==> config.mk <==
export PLATFORM = sky130hd
export DESIGN_NAME = debug_port_tx
export DESIGN_NICKNAME = d
export VERILOG_FILES = /design/src/rtl/debug_port_tx.sv
export SDC_FILE = /design/constraint.sdc
export NUM_CORES = 1
export LEC_CHECK = 0
export ABC_AREA = 1
export CAP_MARGIN = 20
export CORE_ASPECT_RATIO = 0.6
export CORE_MARGIN = 3
export CORE_UTILIZATION = 40
export CTS_CLUSTER_DIAMETER = 60
export DETAILED_ROUTE_END_ITERATION = 10
export GPL_TIMING_DRIVEN = 0
export HOLD_SLACK_MARGIN = 0.12
export MAX_ROUTING_LAYER = met4
export PLACE_DENSITY = 0.68
export SKIP_CTS_REPAIR_TIMING = 1
export SYNTH_ARGS = -nofsm -noshare
export SYNTH_HDL_FRONTEND = slang
export SYNTH_SLANG_ARGS = --single-unit
==> constraint.sdc <==
create_clock -name clk -period 16.63 [get_ports clk]
set_input_delay 2.4945 -clock clk [delete_from_list [all_inputs] [get_ports clk]]
set_output_delay 2.4945 -clock clk [all_outputs]
set_load 0.02 [all_outputs]
==> src/rtl/debug_port_tx.sv <==
// Debug-port consumer: snapshots the debug vector on trigger and sends it as a framed UART 8N1 stream.
// Optional trailing XOR checksum byte when DEBUG_TX_CHECKSUM_EN is defined.
module debug_port_tx #(
    parameter int unsigned DEBUG_BYTES  = 30,
    parameter int unsigned CLKS_PER_BIT = 104,
    parameter logic [7:0]  SYNC_BYTE    = 8'hA5
) (
    input  logic                       clk,
    input  logic                       nreset,
    input  logic [8:DEBUG_BYTES*8-1]   debug_port_vector,
    input  logic                       trigger,
    output logic                       uart_tx,
    output logic                       busy,
    output logic                       frame_done
);

    localparam int unsigned CW = (CLKS_PER_BIT > 1) ? $clog2(CLKS_PER_BIT) : 1;
    localparam int unsigned IW = $clog2(DEBUG_BYTES + 1);

    localparam logic [CW-1:0] CNT_LAST   = CW'(CLKS_PER_BIT - 1);
    localparam logic [CW-1:0] CNT_PENULT = CW'(CLKS_PER_BIT - 2);
`ifdef DEBUG_TX_CHECKSUM_EN
    localparam logic [IW-1:0] LAST_BYTE  = IW'(DEBUG_BYTES);
`else
    localparam logic [IW-1:0] LAST_BYTE  = IW'(DEBUG_BYTES - 1);
`endif

    typedef enum logic [1:0] {StIdle, StStart, StData, StStop} state_e;

    state_e        state;
    logic [CW-1:0] baud_cnt;
    logic [2:0]    bit_idx;
    logic [IW-1:0] byte_idx;
    logic [7:0]    snap [1:DEBUG_BYTES-1];
    logic [7:0]    cur_byte;

`ifdef DEBUG_TX_CHECKSUM_EN
    logic [7:0] csum;
    logic [7:0] vec_xor;

    always_comb begin
        vec_xor = 8'h00;
        for (int unsigned k = 1; k < DEBUG_BYTES; k++) begin
            vec_xor = vec_xor ^ debug_port_vector[k*8 +: 8];
        end
    end
`endif

    // Snapshot is taken only on the accepting edge; the live vector is ignored mid-frame.
    always_ff @(posedge clk) begin
        if (!nreset && state == StIdle && trigger) begin
            for (int unsigned k = 1; k < DEBUG_BYTES; k++) begin
                snap[k] <= debug_port_vector[k*8 +: 8];
            end
`ifdef DEBUG_TX_CHECKSUM_EN
            csum <= vec_xor;
`endif
        end
    end

    always_comb begin
        cur_byte = SYNC_BYTE;
        for (int unsigned k = 1; k < DEBUG_BYTES; k++) begin
            if (byte_idx == IW'(k)) begin
                cur_byte = snap[k];
            end
        end
`ifdef DEBUG_TX_CHECKSUM_EN
        if (byte_idx == IW'(DEBUG_BYTES)) begin
            cur_byte = csum;
        end
`endif
    end

    always_ff @(posedge clk) begin
        if (nreset) begin
            state      <= StIdle;
            uart_tx    <= 1'b1;
            busy       <= 1'b0;
            frame_done <= 1'b0;
            baud_cnt   <= '0;
            bit_idx    <= '0;
            byte_idx   <= '0;
        end else begin
            frame_done <= 1'b0;
            unique case (state)
                StIdle: begin
                    if (trigger) begin
                        state    <= StStart;
                        busy     <= 1'b1;
                        uart_tx  <= 1'b0;
                        baud_cnt <= '0;
                        byte_idx <= '0;
                    end
                end
                StStart: begin
                    if (baud_cnt == CNT_LAST) begin
                        state    <= StData;
                        baud_cnt <= '0;
                        bit_idx  <= '0;
                        uart_tx  <= cur_byte[0];
                    end else begin
                        baud_cnt <= baud_cnt + 1'b1;
                    end
                end
                StData: begin
                    if (baud_cnt == CNT_LAST) begin
                        baud_cnt <= '0;
                        if (bit_idx == 3'd7) begin
                            state   <= StStop;
                            uart_tx <= 1'b1;
                        end else begin
                            bit_idx <= bit_idx + 3'd1;
                            uart_tx <= cur_byte[bit_idx + 3'd1];
                        end
                    end else begin
                        baud_cnt <= baud_cnt + 1'b1;
                    end
                end
                StStop: begin
                    // Leave one cycle early so the idle cycle doubles as the final stop-bit cycle
                    // and a held trigger restarts with no idle gap.
                    if (byte_idx == LAST_BYTE && baud_cnt == CNT_PENULT) begin
                        state      <= StIdle;
                        busy       <= 1'b0;
                        frame_done <= 1'b1;
                        baud_cnt   <= '0;
                    end else if (baud_cnt == CNT_LAST) begin
                        state    <= StStart;
                        byte_idx <= byte_idx + 1'b1;
                        uart_tx  <= 1'b0;
                        baud_cnt <= '0;
                    end else begin
                        baud_cnt <= baud_cnt + 1'b1;
                    end
                end
                default: state <= StIdle;
            endcase
        end
    end

endmodule

Word level (Yosys, flattened, before mapping):

Memories as Yosys holds them, arrays and structs flattened.
Cells that the tools add are included.

* memories kept: 1
* bits in registers: 20
* RAM bits: 232
* output and inout bits: 3

* add/subtract/negate cells: 3
* reduce and logical (&&, ||, !) cells: 14
* equality and inequality tests: 44
* order comparisons: 1
* multiplexer cells: 63
* bitwise operators: 1

Memory list
* snap: words 29, width 8, rd ports 29, clocked after Yosys merged registers in 0, wr ports 29, RTL line 34 `logic [7:0] snap [1:DEBUG_BYTES-1];`

Operator list (number)
* $mux W8: 29
* $eq A5 B5 Y1 const B: 14
* $eq A5 B4 Y1 const B: 8
* $mux W7: 3
* $pmux W7 S3: 1
* $eq A5 B3 Y1 const B: 4
* $ne A2 B2 Y1 const B: 8
* $mux W5: 3
* $eq A7 B7 Y1 const B: 2
* $mux W1: 12
* $mux W2: 6
* $eq A5 B2 Y1 const B: 2
* $pmux W5 S2: 1
* $reduce_and A5 Y1: 2
* $mux W3: 3
* $pmux W2 S4: 1
* $reduce_and A4 Y1: 2
* $add A7 B1 Y7 const B: 1
* $pmux W3 S2: 1
* $add A5 B1 Y5 const B: 1
* $eq A5 B1 Y1 const B: 1
* $eq A2 B2 Y1 const B: 2
* $lt A3 B4 Y1 const B: 1
* $pmux W1 S4: 1
* other kinds (13): 17

Longest topological paths before layout:

Gate-level depths: netlist of run 1.

* word-level depth: 35
* mapped depth: 46

Worst setup path after synthesis of run 1:

Ideal clock, no wire load.

* path type: input port to flip-flop
* start point: in nreset
* end point: reg snap[0][100] (netlist name)
* stages: 2
* setup time: 833 ps
* data required time: 15797 ps
* arrival: 12335 ps
* setup slack: 3462 ps
* buffers on the path: 1
* cell sequence: clkbuf_1 > nor2_1

RTL lines
* start, declared: RTL line 9 `input logic nreset,`

==> impl_metrics.ini, run 1 <==
[run_status]
status = completed

[drt]
drt_first_pass_iters = 5
drc_errors = 0
vias = 8608
routedWlPerCell_um = 16.76
drt_wl_total_mm = 30.30
postRouteAntennaNets = 0
vias_per_cell = 4.761
drt_iter0_drc = 619

[floorplan]
die_h_um = 136.6
die_area_um2 = 30530
fp-row-count = 47
ios = 238
chipWidth_um = 223.6
start_util_pct = 40.93
coreArea_um2 = 27760

[setup_path]
crit_fanout = 30
crit_type = input port to register
max_stage_delay_ps = 690
critical_path_buf_inv_count = 6
crit_family = buffers and inverters
cp-end-kind = register
crit_chain = clkdlybuf4s50_1, clkbuf_1, nor2_4, buf_12, buf_12, buf_12, buf_16
rr_startpoint = byte_idx[0]
crit_top_cell = buf_12
crit_path_start_kind = input port
critPathSlowestCell = nor2_4
cp-startpoint = nreset
cp.required_ps = 16860
cp.arrival_ps = 4930

[cells_and_area]
final_common_cell = nand2_1
layoutNonFillerInstCount = 1808
nets = 1669
final_cell_mix = 372 x nand2_1, 237 x clkdlybuf4s50_1, 232 x edfxtp_1
drive_above_1_share_pct = 7.933
area_growth_pct = 33.72

[synthesis]
synthAdderAreaFrac_pct = 1.542
synth_top_cell_area_share_pct = 61.31
synth-compound-area-share_pct = 5.902
synth_top_family_by_area = simple AND/OR/NAND/NOR gates
yosysUniqueCellTypes = 40
syn-instance-count = 1147
synthSimpleGateAreaFrac_pct = 20.52
muxShareOfSynthArea_pct = 0
synth.yosys.seq_area_share_pct = 64.84
synthesis.area_um2 = 11360
synthXorXnorAreaFrac_pct = 0.07708
ys_ff_latch = 252
yosys_warnings = 0
syn_area_per_cell_um2 = 9.906
syn_nets = 1396
synth_area_leaders = edfxtp_1 61%, nand2_1 12%, inv_1 5.6%
yosysTopAreaCell = edfxtp_1

[cts]
clk_latency_ps = 530
numCtsBuffers = 25
clkTransAtPathRegs_ps = 60
clk_path_buf_depth = 3
cts_tree = built
root_buffer = clkbuf_16
ctsHtreeMaxLevel = 1
cts.sinks = 252

[power_and_ir_drop]
cellLeakagePower_uw = 0.005977
power_density_nw_per_um2 = 120.0
ir_worst_vdd_mv = 0.06232

[timing]
tightest_slew_ps = 804.2
setup_viol = 0
rsz0062_at_grt = false
skew_ps = 7.665
layout_min_cycle_time_ps = 4697
period_share_pct = 28.24
slew_headroom_pct = 46.19
slew_violations = 0
max_freq_mhz = 212.9
final-hold-violation-count = 0
setup_tns_ps = 0

[global_routing]
grt_pass1_wl_mm = 45.71
grt_pass1_vias = 8209
grt_max_degree = 36
grt_overflow = 0
grt_usage_pct = 20.08
antenna_found_initial = 4

[worst_hold_path]
hold_class = register to register
worstHoldStart = bit_idx[1]

[placed_design]
place_hpwl_mm = 23.37
place_congestion = 0.8457
portBuffers = 237
dp_cells = 1759

[flow_run]
maxCapViolCount = 0
per-stage QoR:
stage | instance area [µm²] | utilization [%] | total power (µW) | hold WS [ps] | setup WS [ps]
finish | 15190 | 54.74 | 1823 | 473.2 | 11930
global placement | 14190 | 51.14 | 1295 | 457.9 | -1473
CTS | 15180 | 54.67 | 1839 | 477.7 | 11920
floorplan | 11360 | - | 1098 | 444.7 | 3462
detailed placement | 14380 | 51.82 | 1278 | 469.8 | 11360
global route | 15190 | 54.74 | 1927 | 513.6 | 11800
Yosys cell counts (all sizes together):
library cell	number
a211oi	3
a21boi	2
a21oi	37
buf	15
clkbuf	6
clkinv	1
dfxtp	20
edfxtp	232
ha	14
inv	178
nand2	375
nand3	63
nand3b	2
nand4	5
nor2	65
nor3	8
nor3b	3
o211a	1
o211ai	1
o21ai	81
o21bai	1
o22ai	1
or2	32
xor2	1
path summary, 6_finish.rpt:
path	to	slack, ps	cells past startpoint
worst min register to register	bit_idx[1]	470	2
worst max-delay path	snap[0][115]	11930	7
worst min-delay path	bit_idx[1]	470	2
worst max register to register	uart_tx	12290	45
where the power goes:
part | total, µW | switching, µW | internal [µW]
Clock | 557 | 241 | 317
Combinational | 452 | 286 | 166
Sequential | 814 | 25.9 | 788
Total | 1820 | 552 | 1270
cells by family after synthesis:
kind of cell / count (synthesis)
flops: 252
xor+xnor: 1
buf+inv: 200
compound gates: 127
fa+ha+maj: 14
simple gates: 553
metal layers:
| layer | vias up | track usage [%] | share of wire (%) |
|---|---|---|---|
| li1 | 4292 | - | - |
| met2 | 267 | 28.97 | 43 |
| met1 | 4022 | 29.86 | 50 |
| met4 | 0 | 2.945 | 1.1 |
| met3 | 27 | 4.244 | 6.7 |
| met5 | - | - | 0 |
flip-flops by register name (all words and copies together), names as in the netlist:
name,count
snap,232
busy,1
byte_idx,5
baud_cnt,7
state,2
uart_tx,1
bit_idx,3
frame_done,1
worst register-to-register path, delay by kind of cell, from the launching register on:
kind            cells  cell delay [ps]
compound gates      1               50
fa+ha+maj           1              350
buf+inv             2              260
flops               1              340
simple gates       41             3200
cell type report:
type | instances | area [µm²]
Antenna cell | 4 | 10.01
Buffer | 21 | 132.6
Clock buffer | 31 | 668.1
Clock inverter | 13 | 123.9
Fill cell | 2419 | 12560
Inverter | 179 | 676.9
Multi-Input combinational cell | 695 | 3193
Sequential cell | 252 | 7367
Tap cell | 367 | 459.2
Timing Repair Buffer | 246 | 2562
Power figures use the tool's default switching activity.
==> run 2, diff against run 1 <==
Clock period 16.63 ns to 4.65 ns, I/O delays scaled along.
==> impl_metrics.ini, run 2 (synthesized netlist as in run 1, its figures left out) <==
[power_and_ir_drop]
p_sw_share_pct = 30.11
power_frac_comb_pct = 24.5
p_int_uw = 4624
power_density_nw_per_um2 = 434.4
ir_worst_vdd_mv = 0.2393
p_seq_share_pct = 44.0
switching_power_uw = 1992
clkPwrFrac_pct = 31.6
total_power_uw = 6616
cellLeakagePower_uw = 0.005992

[setup_path]
crit_top_cell = nand2_1
cp-end-kind = register
timing.rr.end = uart_tx
crit_type = register to register
critPathSlowestCell = dfxtp_1
crit_family = simple AND/OR/NAND/NOR gates
r2r_cells = 42
cp.required_ps = 5080
max_stage_delay_ps = 340
critical_path_buf_inv_count = 4
cp.arrival_ps = 4490
rr_startpoint = byte_idx[0]
reg2reg_slack_ps = 590
crit_path_start_kind = register
crit_fanout = 10

[floorplan]
die_h_um = 136.6
chipWidth_um = 223.6
ios = 238
coreArea_um2 = 27760
die_area_um2 = 30530
fp-row-count = 47
start_util_pct = 40.93

[cts]
clkTransAtPathRegs_ps = 60
root_buffer = clkbuf_16
ctsHtreeMaxLevel = 1
cts.sinks = 252
clk_latency_ps = 540
clk_path_buf_depth = 3
cts_tree = built
numCtsBuffers = 25

[worst_hold_path]
hold-path-endpoint = bit_idx[2]
worstHoldPathCells = 2
hold_class = register to register
worstHoldStart = bit_idx[2]

[drt]
drt_wl_total_mm = 30.15
drt_first_pass_iters = 5
vias_per_cell = 4.722
vias = 8551
drt_iter0_drc = 812
drc_errors = 0
postRouteAntennaNets = 0
routedWlPerCell_um = 16.65

[timing]
period_share_pct = 87.28
skew_ps = 10.50
fin_ws_ps = 591.4
rsz0062_at_grt = false
final-hold-violation-count = 0
max_freq_mhz = 246.4
slew_headroom_pct = 42.34
layout_min_cycle_time_ps = 4059
whs_ps = 479.6
slew_violations = 0
setup_viol = 0
tightest_slew_ps = 861.7

[global_routing]
antenna_found_initial = 5
grt_usage_pct = 19.95
grt_max_degree = 38
grt_pass1_vias = 8106
grt_pass1_wl_mm = 45.29
grt_overflow = 0

[cells_and_area]
final_common_cell = nand2_1
reg_top3 = snap (232), baud_cnt (7), byte_idx (5)
final_cell_mix = 371 x nand2_1, 237 x clkdlybuf4s50_1, 232 x edfxtp_1
largest_reg_flops = 232
nets = 1668
top_register = snap
drive_above_1_share_pct = 8.136
area_growth_pct = 34.04

[placed_design]
dp_slack_ps = 409.3
portBuffers = 237
place_congestion = 0.8283
place_hpwl_mm = 23.10

[flow_run]
maxCapViolCount = 0

[run_status]
status = completed
==> run 2: routing by layer <==
metal	track usage, %	vias to the layer above	share of wire (%)	routed length (µm)
met3	4.737	27	7.2	2173
met1	29.43	3966	49	14780
met4	3.407	0	1.1	335
met5	-	-	0	0
met2	28.46	261	43	12860
li1	-	4297	-	-
==> run 2: power groups by stage <==
stage                     sequential, µW  combinational [µW]  clock, µW
after floorplan                     2970                 895          0
after global placement              3000                1530          0
after detailed placement            2960                1600          0
after CTS                           2910                1610       2140
after global routing                2940                1820       2230
final                               2910                1620       2090
==> run 2: stage by stage <==
| step | utilization [%] | instance area, µm² | instances | TNS, ps |
|---|---|---|---|---|
| final | 54.87 | 15230 | 1811 | 0 |
| after global routing | 54.86 | 15230 | 1810 | 0 |
| after CTS | 54.76 | 15200 | 1804 | 0 |
| after detailed placement | 51.77 | 14370 | 1758 | 0 |
| after global placement | 51.24 | 14220 | 1751 | -471820 |
| after floorplan | - | 11390 | 1147 | -5316 |
==> run 2: cell type report <==
type / instances / area, µm²
buffer: 21 / 153.9
inverter: 179 / 676.9
fill: 2418 / 12530
clock buffer: 30 / 644.4
timing repair buffer: 245 / 2527
sequential: 252 / 7367
clock inverter: 16 / 185.2
multi-input combinational: 695 / 3201
antenna: 6 / 15.01
tap: 367 / 459.2
==> run 2: worst max path at each step <==
stage | start | end | slack, ps | depth (start not counted)
global route | byte_idx[0] | uart_tx | 90 | 45
global placement | nreset | snap[0][99] | -2050 | 3
CTS | byte_idx[0] | uart_tx | 390 | 40
floorplan | nreset | snap[0][100] | -20 | 2
finish | byte_idx[0] | uart_tx | 590 | 42
detailed placement | byte_idx[0] | uart_tx | 410 | 40
==> run 2: tightest hold or removal path, cell delays in order, from the launching register on <==
cell     delay [ps]
dfxtp_1         320
nand2_1          60
a21oi_1          50
==> run 3, diff against run 2 <==
Settings changed: REMOVE_ABC_BUFFERS from default to 1.
==> impl_metrics.ini, run 3 (synthesized netlist as in run 1, its figures left out) <==
[power_and_ir_drop]
p_int_uw = 4585
power_frac_comb_pct = 25.0
p_sw_share_pct = 30.15
clkPwrFrac_pct = 30.7
total_power_uw = 6563
ir_worst_vdd_mv = 0.2342
cellLeakagePower_uw = 0.005944
power_density_nw_per_um2 = 433.5
p_seq_share_pct = 44.3
switching_power_uw = 1979

[cts]
ctsHtreeMaxLevel = 1
clk_latency_ps = 530
cts_tree = built
cts.sinks = 252
clk_path_buf_depth = 3
root_buffer = clkbuf_16
clkTransAtPathRegs_ps = 60
numCtsBuffers = 26

[setup_path]
critical_path_buf_inv_count = 2
crit_fanout = 12
cp.required_ps = 5070
crit_type = register to register
max_stage_delay_ps = 440
crit_path_start_kind = register
cp-end-kind = register
crit_family = simple AND/OR/NAND/NOR gates
critPathSlowestCell = dfxtp_1
cp.arrival_ps = 4600
crit_top_cell = nand2_1

[cells_and_area]
register_area_um2 = 7368
final_cell_mix = 370 x nand2_1, 237 x clkdlybuf4s50_1, 232 x edfxtp_1
utilization_pct = 54.55
nets = 1649
area_growth_pct = 33.26
fillers = 2427
reg_top3 = snap (232), baud_cnt (7), byte_idx (5)
top_register = snap
drive_above_1_share_pct = 7.269
multi_input_area_um2 = 3236
final_common_cell = nand2_1
largest_reg_flops = 232

[placed_design]
place_congestion = 0.8385
portBuffers = 237
place_hpwl_mm = 22.85

[floorplan]
die_h_um = 136.6
chipWidth_um = 223.6
coreArea_um2 = 27760
ios = 238
fp-row-count = 47
start_util_pct = 40.93
die_area_um2 = 30530

[timing]
layout_min_cycle_time_ps = 4177
period_share_pct = 89.83
setup_viol = 0
final-hold-violation-count = 0
skew_ps = 7.613
max_freq_mhz = 239.4
tightest_slew_ps = 1095
slew_headroom_pct = 26.46
slew_violations = 0

[drt]
vias = 8496
drt_wl_total_mm = 29.90
vias_per_cell = 4.757
drt_iter0_drc = 835
drc_errors = 0
drt_first_pass_iters = 5
routedWlPerCell_um = 16.74
postRouteAntennaNets = 0

[run_status]
status = completed

[global_routing]
grt_pass1_vias = 8161
grt_max_degree = 38
grt_pass1_wl_mm = 44.99
grt_overflow = 0
grt_usage_pct = 19.81
antenna_found_initial = 2

[worst_hold_path]
hold_class = register to register

[flow_run]
maxCapViolCount = 0
## run 3: metrics by stage
step           std cells  hold slack, ps  setup TNS, ps  cell area [µm²]  setup WS [ps]
2_1_floorplan       1126           438.6       -1535750            11230          -6620
3_3_place_gp        1730           456.2       -2689200            14060         -11620
3_5_place_dp        1739           459.7         -60.23            14280         -60.23
4_1_cts             1784           469.6         -83.10            15090         -83.10
5_1_grt             1786           507.6         -15.49            15140         -15.49
6_report            1786           468.8              0            15140          472.8
## run 3: worst paths after layout
path | slack, ps | start | to | cells after the start
setup reg to reg | 470 | byte_idx[2] | uart_tx | 43
hold / removal | 470 | bit_idx[1] | bit_idx[1] | 2
hold reg to reg | 470 | bit_idx[1] | bit_idx[1] | 2
setup / recovery | 470 | byte_idx[2] | uart_tx | 43
## run 3: tightest hold or removal path: stages (launching register included)
cell     delay (ps)
dfxtp_1         310
nand2_1          60
a21oi_1          50
## run 3: area by class of cell
cell class | count | share of cell area, %
repair buffers | 246 | 17.06
diodes | 2 | 0.03306
well taps | 367 | 3.033
clock inverters | 11 | 0.8099
clock buffers | 34 | 4.562
inverters | 179 | 4.471
flip-flops and latches | 252 | 48.67
multi-input cells | 695 | 21.37
## run 3: power by group through the flow
| stage | Clock, µW | Combinational (µW) | Sequential [µW] |
|---|---|---|---|
| global placement | 0 | 1520 | 3090 |
| finish | 2020 | 1640 | 2910 |
| global route | 2160 | 1850 | 2940 |
| CTS | 2070 | 1620 | 2910 |
| detailed placement | 0 | 1620 | 2960 |
| floorplan | 0 | 886 | 3040 |
## run 3: metal layers
layer  GRT usage (%)  part of all wire [%]  up-vias
li1                -                     -     4249
met3           3.987                   7.2       26
met1           29.97                    49     3948
met2           28.32                    43      273
met5               -                     0        -
met4           2.520                  0.88        0
